==> src/rtl/fetch_pc_sequencer_if.sv <==
// PC request / instruction return bus between the fetch sequencer and the instruction loader.
// The sequencer drives requests and filters the loader's returns by epoch.
interface fetch_pc_sequencer_if #(
    parameter int unsigned XLEN = 32
);
    logic            req_valid;
    logic            req_ready;
    logic [XLEN-1:0] req_pc;
    logic            req_epoch;
    logic            rsp_valid;
    logic            rsp_epoch;
    logic            rsp_accept;

    modport master (
        output req_valid,
        output req_pc,
        output req_epoch,
        output rsp_accept,
        input  req_ready,
        input  rsp_valid,
        input  rsp_epoch
    );

    modport slave (
        input  req_valid,
        input  req_pc,
        input  req_epoch,
        input  rsp_accept,
        output req_ready,
        output rsp_valid,
        output rsp_epoch
    );
endinterface

==> src/rtl/fetch_pc_sequencer.sv <==
// Fetch PC sequencer: issues the PC request stream under a credit limit, applies redirects
// and tags requests with an epoch bit so stale returns are discarded.
module fetch_pc_sequencer #(
    parameter int unsigned     XLEN            = 32,
    parameter logic [XLEN-1:0] RESET_PC        = '0,
    parameter int unsigned     MAX_OUTSTANDING = 2,
    parameter int unsigned     PC_STEP         = 4
) (
    input  logic                  clk,
    input  logic                  rst,
    input  logic                  start,
    input  logic                  halt,
    input  logic                  stall,
    input  logic                  redirect_valid,
    input  logic [XLEN-1:0]       redirect_pc,
    fetch_pc_sequencer_if.master  bus,
    output logic [1:0]            outstanding,
    output logic                  busy
);

    localparam logic [1:0]      MaxOut = 2'(MAX_OUTSTANDING);
    localparam logic [XLEN-1:0] Step   = XLEN'(PC_STEP);

    typedef enum logic [1:0] {
        StIdle,
        StRun,
        StDrain
    } state_e;

    state_e          state_q, state_d;
    logic [XLEN-1:0] pc_q, pc_d;
    logic            epoch_q, epoch_d;
    logic [1:0]      out_q, out_d;
    logic            req_valid_q, req_valid_d;
    logic [XLEN-1:0] req_pc_q, req_pc_d;
    logic            req_epoch_q, req_epoch_d;
    logic            busy_q, busy_d;

    logic hs;
    logic rsp_take;
    logic held;
    logic can_issue;

    assign hs       = req_valid_q && bus.req_ready;
    // A response with nothing in flight is a leftover from before reset; ignore it.
    assign rsp_take = bus.rsp_valid && (out_q != 2'd0);

    always_comb begin
        state_d = state_q;
        unique case (state_q)
            StIdle:  if (start && !halt) state_d = StRun;
            StRun:   if (halt)           state_d = StDrain;
            StDrain: if (out_d == 2'd0)  state_d = StIdle;
            default:                     state_d = StIdle;
        endcase
    end

    always_comb begin
        out_d = out_q + {1'b0, hs} - {1'b0, rsp_take};

        pc_d    = pc_q;
        epoch_d = epoch_q;
        if (redirect_valid) begin
            pc_d    = redirect_pc;
            epoch_d = ~epoch_q;
        end else if (hs) begin
            pc_d = req_pc_q + Step;
        end

        // A posted request survives stall; only halt, redirect or reset may withdraw it.
        held      = req_valid_q && !hs && !redirect_valid && (state_d == StRun);
        can_issue = (state_d == StRun) && !stall && (out_d < MaxOut);

        if (held) begin
            req_valid_d = 1'b1;
            req_pc_d    = req_pc_q;
            req_epoch_d = req_epoch_q;
        end else begin
            req_valid_d = can_issue;
            req_pc_d    = pc_d;
            req_epoch_d = epoch_d;
        end

        busy_d = (state_d != StIdle) || (out_d != 2'd0);
    end

    always_ff @(posedge clk) begin
        if (rst) begin
            state_q     <= StIdle;
            pc_q        <= RESET_PC;
            epoch_q     <= 1'b0;
            out_q       <= 2'd0;
            req_valid_q <= 1'b0;
            req_pc_q    <= RESET_PC;
            req_epoch_q <= 1'b0;
            busy_q      <= 1'b0;
        end else begin
            state_q     <= state_d;
            pc_q        <= pc_d;
            epoch_q     <= epoch_d;
            out_q       <= out_d;
            req_valid_q <= req_valid_d;
            req_pc_q    <= req_pc_d;
            req_epoch_q <= req_epoch_d;
            busy_q      <= busy_d;
        end
    end

    assign bus.req_valid  = req_valid_q;
    assign bus.req_pc     = req_pc_q;
    assign bus.req_epoch  = req_epoch_q;
    assign bus.rsp_accept = rsp_take && (bus.rsp_epoch == epoch_q);
    assign outstanding    = out_q;
    assign busy           = busy_q;

endmodule

==> src/flat_wrapper.sv <==
// flat-port wrapper written by rule: the top's interface ports become plain ports
module fetch_pc_sequencer_flat 
#(
    parameter int unsigned     XLEN            = 32,
    parameter logic [XLEN-1:0] RESET_PC        = '0,
    parameter int unsigned     MAX_OUTSTANDING = 2,
    parameter int unsigned     PC_STEP         = 4
)
  (clk, rst, start, halt, stall, redirect_valid, redirect_pc, outstanding, busy, bus_req_valid, bus_req_pc, bus_req_epoch, bus_rsp_accept, bus_req_ready, bus_rsp_valid, bus_rsp_epoch);
  fetch_pc_sequencer_if #(.XLEN(XLEN)) bus_i ();
  input  logic clk;
  input  logic rst;
  input  logic start;
  input  logic halt;
  input  logic stall;
  input  logic redirect_valid;
  input  logic [XLEN-1:0] redirect_pc;
  output logic [1:0] outstanding;
  output logic busy;
  output wire logic [$bits(bus_i.req_valid)-1:0] bus_req_valid;
  output wire logic [$bits(bus_i.req_pc)-1:0] bus_req_pc;
  output wire logic [$bits(bus_i.req_epoch)-1:0] bus_req_epoch;
  output wire logic [$bits(bus_i.rsp_accept)-1:0] bus_rsp_accept;
  input wire logic [$bits(bus_i.req_ready)-1:0] bus_req_ready;
  input wire logic [$bits(bus_i.rsp_valid)-1:0] bus_rsp_valid;
  input wire logic [$bits(bus_i.rsp_epoch)-1:0] bus_rsp_epoch;
  assign bus_req_valid = bus_i.req_valid;
  assign bus_req_pc = bus_i.req_pc;
  assign bus_req_epoch = bus_i.req_epoch;
  assign bus_rsp_accept = bus_i.rsp_accept;
  assign bus_i.req_ready = bus_req_ready;
  assign bus_i.rsp_valid = bus_rsp_valid;
  assign bus_i.rsp_epoch = bus_rsp_epoch;
  fetch_pc_sequencer #(.XLEN(XLEN), .RESET_PC(RESET_PC), .MAX_OUTSTANDING(MAX_OUTSTANDING), .PC_STEP(PC_STEP)) u_core (.clk(clk), .rst(rst), .start(start), .halt(halt), .stall(stall), .redirect_valid(redirect_valid), .redirect_pc(redirect_pc), .bus(bus_i), .outstanding(outstanding), .busy(busy));
endmodule
==> config.mk <==
export PLATFORM = sky130hd
export DESIGN_NAME = fetch_pc_sequencer_flat
export DESIGN_NICKNAME = d
export VERILOG_FILES = /design/src/rtl/fetch_pc_sequencer_if.sv /design/src/rtl/fetch_pc_sequencer.sv /design/src/flat_wrapper.sv
export SDC_FILE = /design/constraint.sdc
export NUM_CORES = 1
export LEC_CHECK = 0
export CORE_MARGIN = 8
export CORE_UTILIZATION = 40
export CTS_CLUSTER_DIAMETER = 80
export DETAILED_ROUTE_END_ITERATION = 12
export GPL_TIMING_DRIVEN = 1
export PLACE_DENSITY = 0.77
export RECOVER_POWER = 100
export SETUP_SLACK_MARGIN = 0.05
export SYNTH_ARGS = -nofsm -noshare
export SYNTH_HDL_FRONTEND = slang
export SYNTH_SLANG_ARGS = --single-unit
==> constraint.sdc <==
create_clock -name clk -period 7.53 [get_ports clk]
set_input_delay 1.8825 -clock clk [delete_from_list [all_inputs] [get_ports clk]]
set_output_delay 1.8825 -clock clk [all_outputs]
set_load 0.02 [all_outputs]
; ---- After elaboration in Yosys (flattened, before gate mapping)
; Cells that the tools add are included.
[op_classes]
add_sub_neg = 3
order_cmp = 1
eq_ne = 4
muxes = 8
n_bitwise = 1
reduce_logical = 19
[ops]
columns = operator, count
row1 = two-way mux 32 bit, 2
row2 = "adder 32 x 3 -> 32 bit, second input constant", 1
row3 = logical AND 1 bit, 9
row4 = two-way mux 2 bit, 3
row5 = case mux 2 bit (3 select lines), 1
row6 = nonzero test 2 bit, 3
row7 = "equality test 2 x 1 -> 1 bit, second input constant", 2
row8 = logical NOT 1 bit, 4
row9 = logical NOT 2 bit, 2
row10 = adder 2 x 1 -> 2 bit, 1
row11 = "equality test 2 bit, second input constant", 1
row12 = "less-than comparator 2 bit, second input constant", 1
row13 = two-way mux 1 bit, 2
row14 = subtractor 2 x 1 -> 2 bit, 1
row15 = equality test 1 bit, 1
row16 = logical OR 1 bit, 1
row17 = inverter 1 bit, 1
[totals]
register_bits = 72
inputBits = 41
out_inout_bits = 38
wordCells = 44

; ---- Logic depth before layout (Yosys ltp)
[depth]
ltp_word = 10
depth_mapped = 9
depth_no_buf = 8

; ---- Worst setup path before layout
; Ideal clock, no wire load.
[synth_path]
path_type = input to output
start = in bus_rsp_epoch
end = out bus_rsp_accept
arrival_time_ns = 2.220
required_time_ns = 5.648
path_slack_ns = 3.427
path_stages = 2
path_buffers = 0
cell_sequence = xnor2_1 -> and2_1
[synth_via]
elab_chain_cells = 2
[synth_rtl]
columns = item, line_no
row1 = "start, declared", flat_wrapper.sv:26  ; input wire logic [$bits(bus_i.rsp_epoch)-1:0] bus_rsp_epoch;
row2 = equality test 1 bit, fetch_pc_sequencer.sv:112  ; assign bus.rsp_accept = rsp_take && (bus.rsp_epoch == epoch_q);
row3 = logical AND 1 bit, fetch_pc_sequencer.sv:112
row4 = "end, declared", flat_wrapper.sv:23  ; output wire logic [$bits(bus_i.rsp_accept)-1:0] bus_rsp_accept;
; No other way between the ends.

; ---- Worst setup path in the final report
[layout_path]
start = in redirect_valid
end = reg u_core.req_pc_q[15], in the netlist u_core.bus.req_pc[15]
[layout_via]
elab_chain_cells = 3
word_cells_on_any_way = 4
cone_classes = mux: 1 / reduce/logical: 3
[layout_rtl]
columns = item, line_no
row1 = "start, declared", flat_wrapper.sv:16  ; input logic redirect_valid;
row2 = logical NOT 1 bit, fetch_pc_sequencer.sv:71  ; held = req_valid_q && !hs && !redirect_valid && (state_d == StRun);
row3 = logical AND 1 bit (2 in a row), fetch_pc_sequencer.sv:71
row4 = "end signal, assigned", fetch_pc_sequencer.sv:103  ; req_pc_q <= req_pc_d;
row5 = "end, declared", fetch_pc_sequencer.sv:35  ; logic [XLEN-1:0] req_pc_q, req_pc_d;
; Parallel ways exist; a longest one is shown, timed or not.
; A chain may end at the register's enable or synchronous reset.

==> summary.txt <==
Design area = 4750 µm²
First-pass GRT wire length = 18.2 mm
Clock transition at path regs = 80 ps
Post-synthesis cell area = 3720 µm²
Row cnt = 35
Met3 Usage GRT = 4.40%
# Post-CTS Setup Buffers = 0
Syn Nets = 518
R2R setup slack = 4850 ps
Resized cells post-CTS = 0
FF-to-FF End = u_core.state_q[1]
Number of H-tree levels = 3
Commonest non-fill, non-tap cell in the layout = dfxtp_1
Sequential share of power = 44.5%
Async SR Flop Fraction = 0%
Met2 Track Usage GR = 28.8%
Clock Latency Late Sink = 350 ps
Final hold vios = 0
Sequential-to-total area share from yosys stat = 38.7%
Drt first pass iters = 5
Clock Sinks = 72
Syn Inst Count = 474
Setup TNS = 0 ps
LEAKAGE = 1.83 nW
Power Density = 209 nW/µm²
CTS max path bufs = 2
Final antenna-violating net count = 0
# fillers = 843
CP Class = in -> reg
Ant diodes = 0
Commonest cells after routing, fill and taps aside = dfxtp_1, nor2_1, dlygate4sd3_1
FF-to-FF path depth = 7
GP Congestion = 0.799
Drt total wl = 11.0 mm
Vias per std cell = 5.85
Initial Utilization = 40.7%
FF+latch count, synth = 72
Clock Skew = 7.11 ps
Port Buffers = 78
Termination of the worst setup path = u_core.bus.req_pc[15]
Worst-path fanout max = 80
TritonCTS clock tree = done
Synth warn = 0
Hold WC Path Type = reg -> reg
Root buffer cell = clkbuf_8
Most used routing layer = met2
Post-CTS Hold Fix Bufs = 0
RSZ-0062 raised after global routing = no
Dpl cell area = 4540 µm²
Max-cap check violation count = 1
Share of cells above drive strength 1 = 5.02%
Final #Nets = 577
Die Ht = 112 µm
DRC = 0
Final setup vio count = 0
Final Cycle Share = 72.8%
Worst EP required = 7760 ps
Maximum VDD drop = 114 µV
Launch point of the worst path = redirect_valid
P&R area growth vs syn = 27.7%
Switching power = 0.291 mW
Met1 Usage GRT = 21.2%
Pint = 0.703 mW
DR iter-0 viols = 225
Reg-to-Reg Start = u_core.bus.req_valid
Post-synthesis area per instance = 7.85 µm²
Initial antenna violation count = 0
Crit. End Element = register
Hpwl dp = 7.38 mm
EDFF count, synth = 0
Final Slew Violations = 81
Pin count of the biggest net entering global routing = 81
WP data arrival = 5720 ps
Failing checks = capacitance limit, slew limit
Die W = 112 µm
Wire length per cell = 16.9 µm
GRT overflow = 0
Core Box Area = 9150 µm²
DR vias = 3799
Sw frac = 29.3%
Critical path launch point type = primary input
IO Pins = 79
GRT Total Usage = 17.4%
Slew Limit Headroom = -124%
Status = complete, but fails checks
Gate power share = 20.2%
Min Tclk post-route = 5480 ps
Num CTS Buffers = 9
Vias in the first global route = 3750
Die area = 12600 µm²
Worst slew pin tran = 3360 ps
Max Clock Freq = 182 MHz
Unique cell type count in the Yosys netlist = 51
Clock power share = 35.3%
Most used DFF post-synth = dfxtp_1
[worst max-delay path: stages]
cell       delay (ps)
buf_2              70
clkbuf_1         2360
nor3b_1           260
nand3b_1          230
buf_4             440
nor2_1             80
a2111oi_0         380
[synth_stat cells, drive strengths merged (6+ instances only)]
cell type | count | area (µm²)
dfxtp | 72 | 1440
nor2 | 64 | 240
nand2 | 39 | 146
a21oi | 33 | 165
clkbuf | 30 | 113
a211oi | 24 | 180
nor3 | 22 | 110
o21ai | 16 | 80.1
nand3 | 14 | 70.1
nand4 | 12 | 81.3
nor4 | 11 | 68.8
inv | 9 | 33.8
o31ai | 9 | 67.6
xnor2 | 8 | 70.1
xor2 | 8 | 70.1
nor2b | 7 | 43.8
nand2b | 6 | 37.5
o21a | 6 | 45.0
[cells by family after synthesis]
logic type,Yosys count,share of synthesized area [%]
adders and majority gates,3,1.01
buffers and inverters,44,4.50
and+or+nand+nor,208,28.1
DFF,72,38.7
xor gates and xnor gates,16,3.76
AOI/OAI and AO/OA,126,22.6
muxes,5,1.38
[flip-flops by register name (all words and copies together) (netlist names)]
register,flops
u_core.bus.req_valid,1
u_core.epoch_q,1
u_core.busy,1
u_core.state_q,2
u_core.outstanding,2
u_core.bus.req_epoch,1
u_core.pc_q,32
u_core.bus.req_pc,32
[power groups by stage]
stage | Sequential [mW] | Combinational, mW | Clock (mW)
final | 0.442 | 0.201 | 0.350
after global routing | 0.448 | 0.222 | 0.370
after CTS | 0.443 | 0.209 | 0.356
after floorplan | 0.468 | 0.101 | 0
after detailed placement | 0.452 | 0.208 | 0
after global placement | 0.451 | 0.202 | 0
[per-stage QoR]
stage / hold WS [ps] / total power, mW / setup WS, ps / cells / utilization (%)
2_1_floorplan: 457 / 0.569 / 3430 / 474 / -
3_3_place_gp: 485 / 0.653 / 2450 / 633 / 49.6
3_5_place_dp: 506 / 0.660 / 2440 / 633 / 49.6
4_1_cts: 517 / 1.01 / 2440 / 649 / 52.0
5_1_grt: 555 / 1.04 / 1600 / 649 / 51.9
6_report: 505 / 0.994 / 2050 / 649 / 51.9
[layer usage]
layer / vias to the layer above / part of all wire, %
li1: 1853 / -
met1: 1799 / 44
met2: 127 / 47
met3: 20 / 7.0
met4: 0 / 2.0
met5: - / 0
[area by class of cell]
class	count	area, µm²	share of cell area [%]
multi-input cells	358	2110	44.5
flip-flops and latches	72	1440	30.3
repair buffers	83	805	16.9
clock buffers	11	141	2.97
well taps	111	139	2.92
clock inverters	5	80.1	1.68
inverters	9	33.8	0.711
[worst min-delay path by stage]
stage                         startpoint              endpoint  cells past startpoint
finish              u_core.bus.req_epoch  u_core.bus.req_epoch                      2
global route           u_core.state_q[0]     u_core.state_q[1]                      2
CTS                    u_core.state_q[0]     u_core.state_q[1]                      2
detailed placement     u_core.state_q[0]     u_core.state_q[1]                      2
global placement       u_core.state_q[1]     u_core.state_q[0]                      1
floorplan              u_core.state_q[1]     u_core.state_q[0]                      1
(Power assumes the default switching activity.)
